==> src/rtl/ts_reader.sv <==
// ts_reader: periodic serial reader for two temperature sensors sharing sclk/cs_n
// Ports: clk, rst (sync, active high), en (1 = run periodic conversions),
//        sdo1/sdo2 (serial data from each sensor), sclk (idle low), cs_n (active low),
//        ts1/ts2 (last good readings), valid (one-cycle end-of-conversion pulse),
//        err (1 = last conversion rejected because a reading was all-ones)
module ts_reader #(
    parameter int NBITS   = 8,
    parameter int CLK_DIV = 4,
    parameter int PERIOD  = 1000
) (
    input  logic             clk,
    input  logic             rst,
    input  logic             en,
    input  logic             sdo1,
    input  logic             sdo2,
    output logic             sclk,
    output logic             cs_n,
    output logic [NBITS-1:0] ts1,
    output logic [NBITS-1:0] ts2,
    output logic             valid,
    output logic             err
);
    localparam int PW = $clog2(PERIOD + 1);
    localparam int DW = $clog2(CLK_DIV + 1);
    localparam int BW = $clog2(NBITS + 1);

    typedef enum logic [2:0] {IDLE, SETUP, SHIFT, HOLD, UPDATE} state_t;

    state_t           state;
    logic [PW-1:0]    pcnt;
    logic [DW-1:0]    div;
    logic [BW-1:0]    bcnt;
    logic [NBITS-1:0] sr1;
    logic [NBITS-1:0] sr2;
    logic             div_end;
    logic             bad;

    assign div_end = div == DW'(CLK_DIV - 1);
    assign bad     = (&sr1) | (&sr2);

    always_ff @(posedge clk) begin
        if (rst) begin
            state <= IDLE;
            pcnt  <= '0;
            div   <= '0;
            bcnt  <= '0;
            sr1   <= '0;
            sr2   <= '0;
            sclk  <= 1'b0;
            cs_n  <= 1'b1;
            ts1   <= '0;
            ts2   <= '0;
            valid <= 1'b0;
            err   <= 1'b0;
        end else begin
            valid <= 1'b0;
            case (state)
                IDLE: begin
                    if (!en) begin
                        pcnt <= '0;
                    end else if (pcnt == PW'(PERIOD - 1)) begin
                        pcnt  <= '0;
                        state <= SETUP;
                        cs_n  <= 1'b0;
                    end else begin
                        pcnt <= pcnt + 1'b1;
                    end
                end
                SETUP: begin
                    if (div_end) begin
                        div   <= '0;
                        state <= SHIFT;
                    end else begin
                        div <= div + 1'b1;
                    end
                end
                SHIFT: begin
                    if (!div_end) begin
                        div <= div + 1'b1;
                    end else begin
                        div  <= '0;
                        sclk <= ~sclk;
                        // data is captured on the same edge that raises sclk
                        if (!sclk) begin
                            sr1 <= {sr1[NBITS-2:0], sdo1};
                            sr2 <= {sr2[NBITS-2:0], sdo2};
                        end else if (bcnt == BW'(NBITS - 1)) begin
                            bcnt  <= '0;
                            state <= HOLD;
                        end else begin
                            bcnt <= bcnt + 1'b1;
                        end
                    end
                end
                HOLD: begin
                    if (div_end) begin
                        div   <= '0;
                        state <= UPDATE;
                        cs_n  <= 1'b1;
                        valid <= 1'b1;
                        err   <= bad;
                        // an open line on either sensor keeps both old readings
                        if (!bad) begin
                            ts1 <= sr1;
                            ts2 <= sr2;
                        end
                    end else begin
                        div <= div + 1'b1;
                    end
                end
                UPDATE: state <= IDLE;
                default: state <= IDLE;
            endcase
        end
    end
endmodule

==> config.mk <==
export PLATFORM = sky130hd
export DESIGN_NAME = ts_reader
export DESIGN_NICKNAME = d
export VERILOG_FILES = /design/src/rtl/ts_reader.sv
export SDC_FILE = /design/constraint.sdc
export NUM_CORES = 1
export LEC_CHECK = 0
export CAP_MARGIN = 0
export CORE_UTILIZATION = 60
export CTS_BUF_LIST = sky130_fd_sc_hd__clkbuf_16
export CTS_CLUSTER_DIAMETER = 60
export DETAILED_ROUTE_END_ITERATION = 12
export DONT_BUFFER_PORTS = 1
export PLACE_DENSITY = 0.78
export SKIP_CTS_REPAIR_TIMING = 1
export SYNTH_ARGS = -nofsm -noshare
export SYNTH_HDL_FRONTEND = slang
export SYNTH_SLANG_ARGS = --single-unit
==> constraint.sdc <==
create_clock -name clk -period 2.1 [get_ports clk]
set_input_delay 0.42 -clock clk [delete_from_list [all_inputs] [get_ports clk]]
set_output_delay 0.42 -clock clk [all_outputs]
set_load 0.05 [all_outputs]
Yosys cells after proc, flatten, opt, wreduce, memory -nomap -nowiden
Index checks and enable logic that the tools add are counted.
{"block": "totals", "reg_bits": 56, "latch_bits": 0, "ram_bits": 0, "rom_bits": 0, "in_bits": 5, "output_inout_bits": 20, "wordCells": 62, "mem_count": 0}
{"block": "classes", "n_addsub": 3, "mul": 0, "div": 0, "magnitude_cmp": 0, "eq_ne": 13, "n_shift": 0, "muxes": 17, "bitwise_logic": 4, "n_reduce_logical": 13}
{"operator": "2-to-1 mux 3 bit", "count": 8}
{"operator": "2-to-1 mux 10 bit", "count": 2}
{"operator": "AND reduction 8 bit", "count": 2}
{"operator": "!= test 2 bit, second input constant", "count": 7}
{"operator": "case mux 3 bit (4 select lines)", "count": 1}
{"operator": "adder 10 x 1 -> 10 bit, second input constant", "count": 1}
{"operator": "== test 10 bit, second input constant", "count": 1}
{"operator": "== test 3 x 2 -> 1 bit, second input constant", "count": 3}
{"operator": "AND reduction 3 bit", "count": 3}
{"operator": "AND reduction 7 bit", "count": 1}
{"operator": "adder 4 x 1 -> 4 bit, second input constant", "count": 1}
{"operator": "== test 4 x 3 -> 1 bit, second input constant", "count": 1}
{"operator": "2-to-1 mux 1 bit", "count": 4}
{"operator": "2-to-1 mux 4 bit", "count": 1}
{"operator": "AND reduction 2 bit", "count": 2}
{"operator": "AND reduction 4 bit", "count": 1}
{"operator": "adder 3 x 1 -> 3 bit, second input constant", "count": 1}
{"operator": "== test 3 x 1 -> 1 bit, second input constant", "count": 1}
{"operator": "zero test 3 bit", "count": 1}
{"operator": "NOT 1 bit", "count": 3}
{"operator": "OR reduction 3 bit", "count": 1}
{"operator": "case mux 1 bit (2 select lines)", "count": 1}
{"operator": "nonzero test 2 bit", "count": 1}
{"operator": "OR reduction 2 bit", "count": 1}
{"operator": "bitwise OR 1 bit", "count": 1}

Longest topological paths before layout
Gate-level depths: netlist of run 1.
{"block": "depth", "depth_word": 5, "mapped_depth": 8, "mapped_depth_nobuf": 5}

Worst setup path before layout of run 1
OpenSTA, ideal clock, no wires.
{"block": "synth_path", "kind": "flip-flop to flip-flop", "from": "reg div[0]", "to": "reg ts1[2]", "arrival_ns": 1.640, "required_ns": 1.968, "setup_slack_ns": 0.328, "path_stages_with_launch": 8, "path_buffers": 2, "period_less_slack_ns": 1.772, "path_cell_list": "dfxtp_1 > ha_1 > nor4bb_1 > clkbuf_1 > o211ai_1 > clkbuf_1 > o21ai_0 > a21oi_1"}
{"block": "synth_via", "elab_chain_cells": 2}
{"element": "from (decl)", "line": "31", "source": "logic [DW-1:0] div;"}
{"element": "from (signal assigned)", "line": "74", "source": "div <= div + 1'b1;"}
{"element": "from (signal assigned)", "line": "79", "source": "div <= div + 1'b1;"}
{"element": "from (signal assigned)", "line": "108", "source": "div <= div + 1'b1;"}
{"element": "== test 3 x 2 -> 1 bit", "line": "38", "source": "assign div_end = div == DW'(CLK_DIV - 1);"}
{"element": "AND reduction 3 bit (no source line)"}
{"element": "to (signal assigned)", "line": "104", "source": "ts1 <= sr1;"}
{"element": "to (decl)", "line": "18", "source": "output logic [NBITS-1:0] ts1,"}
Every way passes these cells.
A chain may end at the register's enable or synchronous reset.

Worst setup path in the final report of run 1
{"block": "layout_path", "from": "reg state[1]", "to": "reg pcnt[9]"}
{"block": "layout_via", "elab_chain_cells": 1}
{"element": "from (decl)", "line": "29", "source": "state_t state;"}
{"element": "from (signal assigned)", "line": "43", "source": "state <= IDLE;"}
{"element": "from (signal assigned)", "line": "63", "source": "state <= SETUP;"}
{"element": "from (signal assigned)", "line": "72", "source": "state <= SHIFT;"}
{"element": "zero test 3 bit", "line": "57", "source": "case (state)"}
{"element": "to (signal assigned)", "line": "66", "source": "pcnt <= pcnt + 1'b1;"}
{"element": "to (decl)", "line": "30", "source": "logic [PW-1:0] pcnt;"}
Every way passes these cells.

==> results of run 1 <==
synth_stat cells (2+ instances only):
master / instances
a21oi_1: 24
a22o_1: 3
a31oi_1: 5
a41oi_1: 3
and4_1: 2
buf_2: 7
clkbuf_1: 11
dfxtp_1: 56
ha_1: 3
mux2i_1: 17
nand2_1: 11
nand2b_1: 3
nand3_1: 21
nand4_1: 8
nor2_1: 31
nor2b_1: 2
nor3_1: 6
nor4bb_1: 2
o21ai_0: 15
or2_2: 2
or3_1: 2
xnor2_1: 4
xor2_1: 2
final cells by class:
class / count / area, µm²
inverter: 1 / 3.75
multi-input combinational: 186 / 1190
timing repair buffer: 9 / 80.1
sequential: 56 / 1120
fill: 301 / 1140
clock buffer: 5 / 125
clock inverter: 3 / 21.3
tap: 48 / 60.1
routing by layer:
metal	global-route usage (%)	vias up	wire length (µm)
met2	37.8	42	2190
met3	8.63	10	218
met5	0	-	0
li1	-	942	-
met4	11.4	0	97
met1	34.1	921	2340
cells by family (layout without fill, tap and decap cells):
group / after synthesis / after routing / share of synthesized area [%]
AOI/OAI and AO/OA: 60 / 60 / 16.0
xor gates and xnor gates: 6 / 6 / 2.20
adders and majority gates: 3 / 3 / 1.57
buffers and inverters: 21 / 18 / 3.99
DFF: 56 / 56 / 47.0
muxes: 17 / 17 / 7.14
and+or+nand+nor: 100 / 100 / 22.1
flip-flops by register name, indices dropped and copies added (netlist names):
signal  cells
sr1         8
cs_n        1
pcnt       10
ts2         8
ts1         8
sclk        1
sr2         8
err         1
state       3
valid       1
div         3
bcnt        4
power by group through the flow:
stage / logic, W / registers (W) / clock network [W]
floorplan: 0.0000310 / 0.00110 / 0
global placement: 0.0000199 / 0.00110 / 0
detailed placement: 0.0000198 / 0.00110 / 0
CTS: 0.0000201 / 0.00107 / 0.000845
global route: 0.0000230 / 0.00107 / 0.000891
finish: 0.0000202 / 0.00107 / 0.000828
worst max-delay path by stage:
stage | start | end | slack [ns] | cells after the start
floorplan | div[0] | ts1[2] | 0.33 | 7
global placement | state[1] | pcnt[9] | 0.21 | 4
detailed placement | state[1] | pcnt[9] | 0.20 | 4
CTS | div[0] | ts1[7] | 0.11 | 7
global route | div[0] | ts1[3] | 0.02 | 7
finish | state[1] | pcnt[9] | 0.16 | 4
critical path, delay by kind of cell, from the launching register on:
kind             cells  cell delay [ns]
AO/OA/AOI/OAI        3             0.82
AND/OR/NAND/NOR      1             0.62
flip-flops           1             0.41
per-stage QoR:
| step | setup slack (ns) | cells | hold slack, ns | util (%) | instance area (µm²) |
|---|---|---|---|---|---|
| 2_1_floorplan | 0.328 | 263 | 0.433 | - | 2380 |
| 5_1_grt | 0.0177 | 308 | 0.175 | 69.4 | 2600 |
| 3_3_place_gp | 0.206 | 300 | 0.445 | 65.1 | 2440 |
| 3_5_place_dp | 0.199 | 300 | 0.460 | 65.1 | 2440 |
| 4_1_cts | 0.111 | 308 | 0.179 | 69.0 | 2580 |
| 6_report | 0.162 | 308 | 0.187 | 69.4 | 2600 |
cell usage in the layout (no fill, tap or decap), types with 2 or more instances in the layout:
master     netlist  final
nor2_1          31     31
ha_1             3      3
buf_4            0      8
nand3_1         21     21
o21ai_0         15     14
mux2i_1         17     17
dfxtp_1         56     56
or3_1            2      2
and4_1           2      2
or2_2            2      2
clkbuf_16        0      5
xnor2_1          4      4
a22o_1           3      3
nor3_1           6      5
nand2b_1         3      3
nand2_1         11     11
nand4_1          8      8
xor2_1           2      2
a41oi_1          3      3
nor2b_1          2      2
a21oi_1         24     24
a31oi_1          5      5
==> impl_metrics.toml, run 1 <==
[run_status]
status = "finished, final reports clean"

[timing]
clock.fmax_ghz = 0.516
slew_violations = 0
tightest_slew_ns = 0.551
rsz0062_at_grt = "no"
skew_ns = 0.00921
min_period_ns = 1.94
hold_viol_final = 0
setup_viol = 0
slew_headroom_pct = 63.2
period_share_pct = 92.3
finalSetupTns_ns = 0

[yosys]
synthArstFlopShare_pct = 0
synth_top_cell_area_share_pct = 47.0
synth_flop_cell = "dfxtp_1"
synth.avg_cell_area_um2 = 9.06
synth_cells = 263
synthesis.nets = 271
ys_top_cells_by_area = "dfxtp_1 (47%), mux2i_1 (7.1%), a21oi_1 (5.0%)"
syn-cell-area_um2 = 2380
synth-edff-count = 0
yosys_warnings = 0
ys_types = 46
ys_seq_area_share_pct = 47.0
synth_top_cell_by_area = "dfxtp_1"
ys_seq_elements = 56

[critical_path]
required_ns = 2.32
cp.arrival_ns = 2.16
reg2regPathDepth = 4
reg2reg_slack_ns = 0.16
worstPathCellList = "or4b_4 > a311oi_4 > a41oi_1 > a31oi_1"
max_stage_delay_ns = 0.62
r2r-start = "state[1]"
start_kind = "flip-flop"
cp-end-kind = "flip-flop"
r2r_end = "pcnt[9]"
crit_slowest_cell = "or4b_4"
crit_type = "flip-flop to flip-flop"
cp_max_fo = 10

[worst_hold_path]
hold_start = "rst"
hp-class = "input pin to flip-flop"
min_delay_path_depth = 1
whs_endpoint = "sclk"

[route]
dr.pass1.iters = 4
drc = 0
drtIter0Drc = 130
ant_nets = 0
routed-via-count = 1915
viasPerCell = 6.22
wirelength_um = 4840
wire_per_inst_um = 15.7

[layout]
diodes = 0
fin_nets = 267
area_growth_pct = 9.03
drive_gt1_share_pct = 10.0

[pwr]
power.internal_w = 0.00152
p_sw_w = 0.000399
p_clk_share_pct = 43.1
seq_power_share_pct = 55.8
switching_share_pct = 20.8
power_w = 0.00192
ir_worst_vdd_mv = 0.528
combPwrFrac_pct = 1.1
powerDensity_nw_per_um2 = 739
leakage_nw = 0.876

[die]
start_util_pct = 63.7
io_pins = 25
die-area_um2 = 4230
die_h_um = 65.0
die_w_um = 65.0
core_area_um2 = 3740
rows = 22

[grt]
antenna_found_initial = 0
grt_pass1_vias = 1825
grt_pass1_wl_um = 8370
grt-ovfl-total = 0
grt_max_degree = 54
grt_usage_pct = 25.7

[run]
drv_cap = 0

[clock_network]
cts_buffer_depth = 2
cts_tree = "yes"
clock_sinks = 56
clkLatencyLatePin_ns = 0.29
cts_buffers = 5
path_clk_slew_ns = 0.07
ctsRootBufferMaster = "clkbuf_16"
htree_levels = 2

[placement]
place.port_buffers = 0
gp_congestion = 0.764
place_hpwl_um = 3110
(Power assumes the default switching activity.)
==> run 2: changes to the inputs <==
--- a/config.mk
+++ b/config.mk
@@ -6,12 +6,12 @@
 export NUM_CORES = 1
 export LEC_CHECK = 0
 export CAP_MARGIN = 0
-export CORE_UTILIZATION = 60
+export CORE_UTILIZATION = 55
 export CTS_BUF_LIST = sky130_fd_sc_hd__clkbuf_16
 export CTS_CLUSTER_DIAMETER = 60
 export DETAILED_ROUTE_END_ITERATION = 12
 export DONT_BUFFER_PORTS = 1
-export PLACE_DENSITY = 0.78
+export PLACE_DENSITY = 0.72
 export SKIP_CTS_REPAIR_TIMING = 1
 export SYNTH_ARGS = -nofsm -noshare
 export SYNTH_HDL_FRONTEND = slang
==> run 2 against run 1 <==
Clock-buffer cell count unchanged. Setup slack improved by 0.054 ns. Sequential share of layout area grew 0.74 points. Register-to-register slack improved by 0.05 ns. Power decreased by 2.9%. Critical path type unchanged. Cell count stayed put.
==> impl_metrics.toml, run 2 (synthesis gave the netlist of run 1 again) <==
[die]
die-area_um2 = 4600
die_w_um = 67.8
core_area_um2 = 4090
die_h_um = 67.8
start_util_pct = 58.3
rows = 23
io_pins = 25

[grt]
antenna_found_initial = 0
grt_pass1_vias = 1549
grt_max_degree = 54
grt_pass1_wl_um = 7310
grt_usage_pct = 21.4
grt-ovfl-total = 0

[critical_path]
required_ns = 2.32
cp_max_fo = 10
reg2reg_slack_ns = 0.22
r2r_end = "pcnt[9]"
start_kind = "flip-flop"
cp-end-kind = "flip-flop"
r2r-start = "state[2]"
setup.worst_path.start = "state[2]"
crit_type = "flip-flop to flip-flop"
cp.arrival_ns = 2.10
reg2regPathDepth = 4

[route]
wire_per_inst_um = 14.7
ant_nets = 0
viasPerCell = 6.03
wirelength_um = 4530
routed-via-count = 1857
dr.pass1.iters = 4
drtIter0Drc = 154
drc = 0

[clock_network]
ctsRootBufferMaster = "clkbuf_16"
clkLatencyLatePin_ns = 0.29
cts_buffers = 5
clock_sinks = 56
cts_buffer_depth = 2
path_clk_slew_ns = 0.07
htree_levels = 2
cts_tree = "yes"

[placement]
place.port_buffers = 0
gp_congestion = 0.812
placed_cells = 300
pre_cts_slack_ns = 0.214
place_hpwl_um = 2970

[run]
drv_cap = 0

[timing]
setup_viol = 0
min_period_ns = 1.88
finalSetupTns_ns = 0
clock.fmax_ghz = 0.531
rsz0062_at_grt = "no"
tightest_slew_ns = 0.698
period_share_pct = 89.7
slew_violations = 0
holdWs_ns = 0.202
slew_headroom_pct = 53.4
skew_ns = 0.00745
setup_ws_ns = 0.217
hold_viol_final = 0

[run_status]
status = "finished, final reports clean"

[layout]
layout_common_cells = "dfxtp_1 (56), nor2_1 (31), a21oi_1 (24)"
final_core_util_pct = 62.5
instances_no_fill = 308
largest_register_ffs = 10
area_growth_pct = 7.19
diodes = 0
drive_gt1_share_pct = 8.14
num-fill-cells = 358
fin_nets = 265
final_common_cell = "dfxtp_1"
top_register = "pcnt"

[worst_hold_path]
hold_start = "rst"
hp-class = "input pin to flip-flop"
min_delay_path_depth = 1
whs_endpoint = "pcnt[8]"

[pwr]
leakage_nw = 0.866
ir_worst_vdd_mv = 0.546
powerDensity_nw_per_um2 = 730
run 2: layer usage:
metal | global-route usage, % | part of all wire [%]
met5 | 0 | 0
met4 | 7.81 | 1.3
met3 | 6.50 | 5.6
met2 | 29.5 | 42
met1 | 31.2 | 51
run 2: final cells by class:
cell class              count  area (µm²)  share of cell area (%)
repair buffers              7        52.6                    2.06
well taps                  50        62.6                    2.45
clock inverters             3        11.3                   0.441
clock buffers               5         125                    4.90
inverters                   1        3.75                   0.147
multi-input cells         186        1180                    46.1
flip-flops and latches     56        1120                    43.9
run 2: worst max path at each step:
stage | end | slack (ns) | depth (start not counted)
2_1_floorplan | ts1[2] | 0.33 | 7
3_3_place_gp | pcnt[9] | 0.26 | 4
3_5_place_dp | ts2[3] | 0.21 | 7
4_1_cts | ts2[3] | 0.20 | 7
5_1_grt | ts2[3] | 0.008 | 7
6_report | pcnt[9] | 0.22 | 4
run 2: report_power, final:
| group | total [W] | switching (W) | internal, W |
|---|---|---|---|
| sequential | 0.00107 | 0.00000657 | 0.00107 |
| clock | 0.000772 | 0.000342 | 0.000430 |
| combinational | 0.0000196 | 0.00000878 | 0.0000109 |
| total | 0.00186 | 0.000358 | 0.00151 |
run 2: per-stage QoR:
| stage | cell area, µm² | power, W |
|---|---|---|
| after floorplan | 2380 | 0.00113 |
| final | 2550 | 0.00186 |
| after detailed placement | 2410 | 0.00112 |
| after global placement | 2410 | 0.00112 |
| after CTS | 2550 | 0.00188 |
| after global routing | 2550 | 0.00193 |
run 2: worst max-delay path: stages (launching register included):
cell and delay [ns]:
dfxtp_1 0.40, or4b_4 0.60, a311oi_4 0.48, a41oi_1 0.18, a31oi_1 0.16
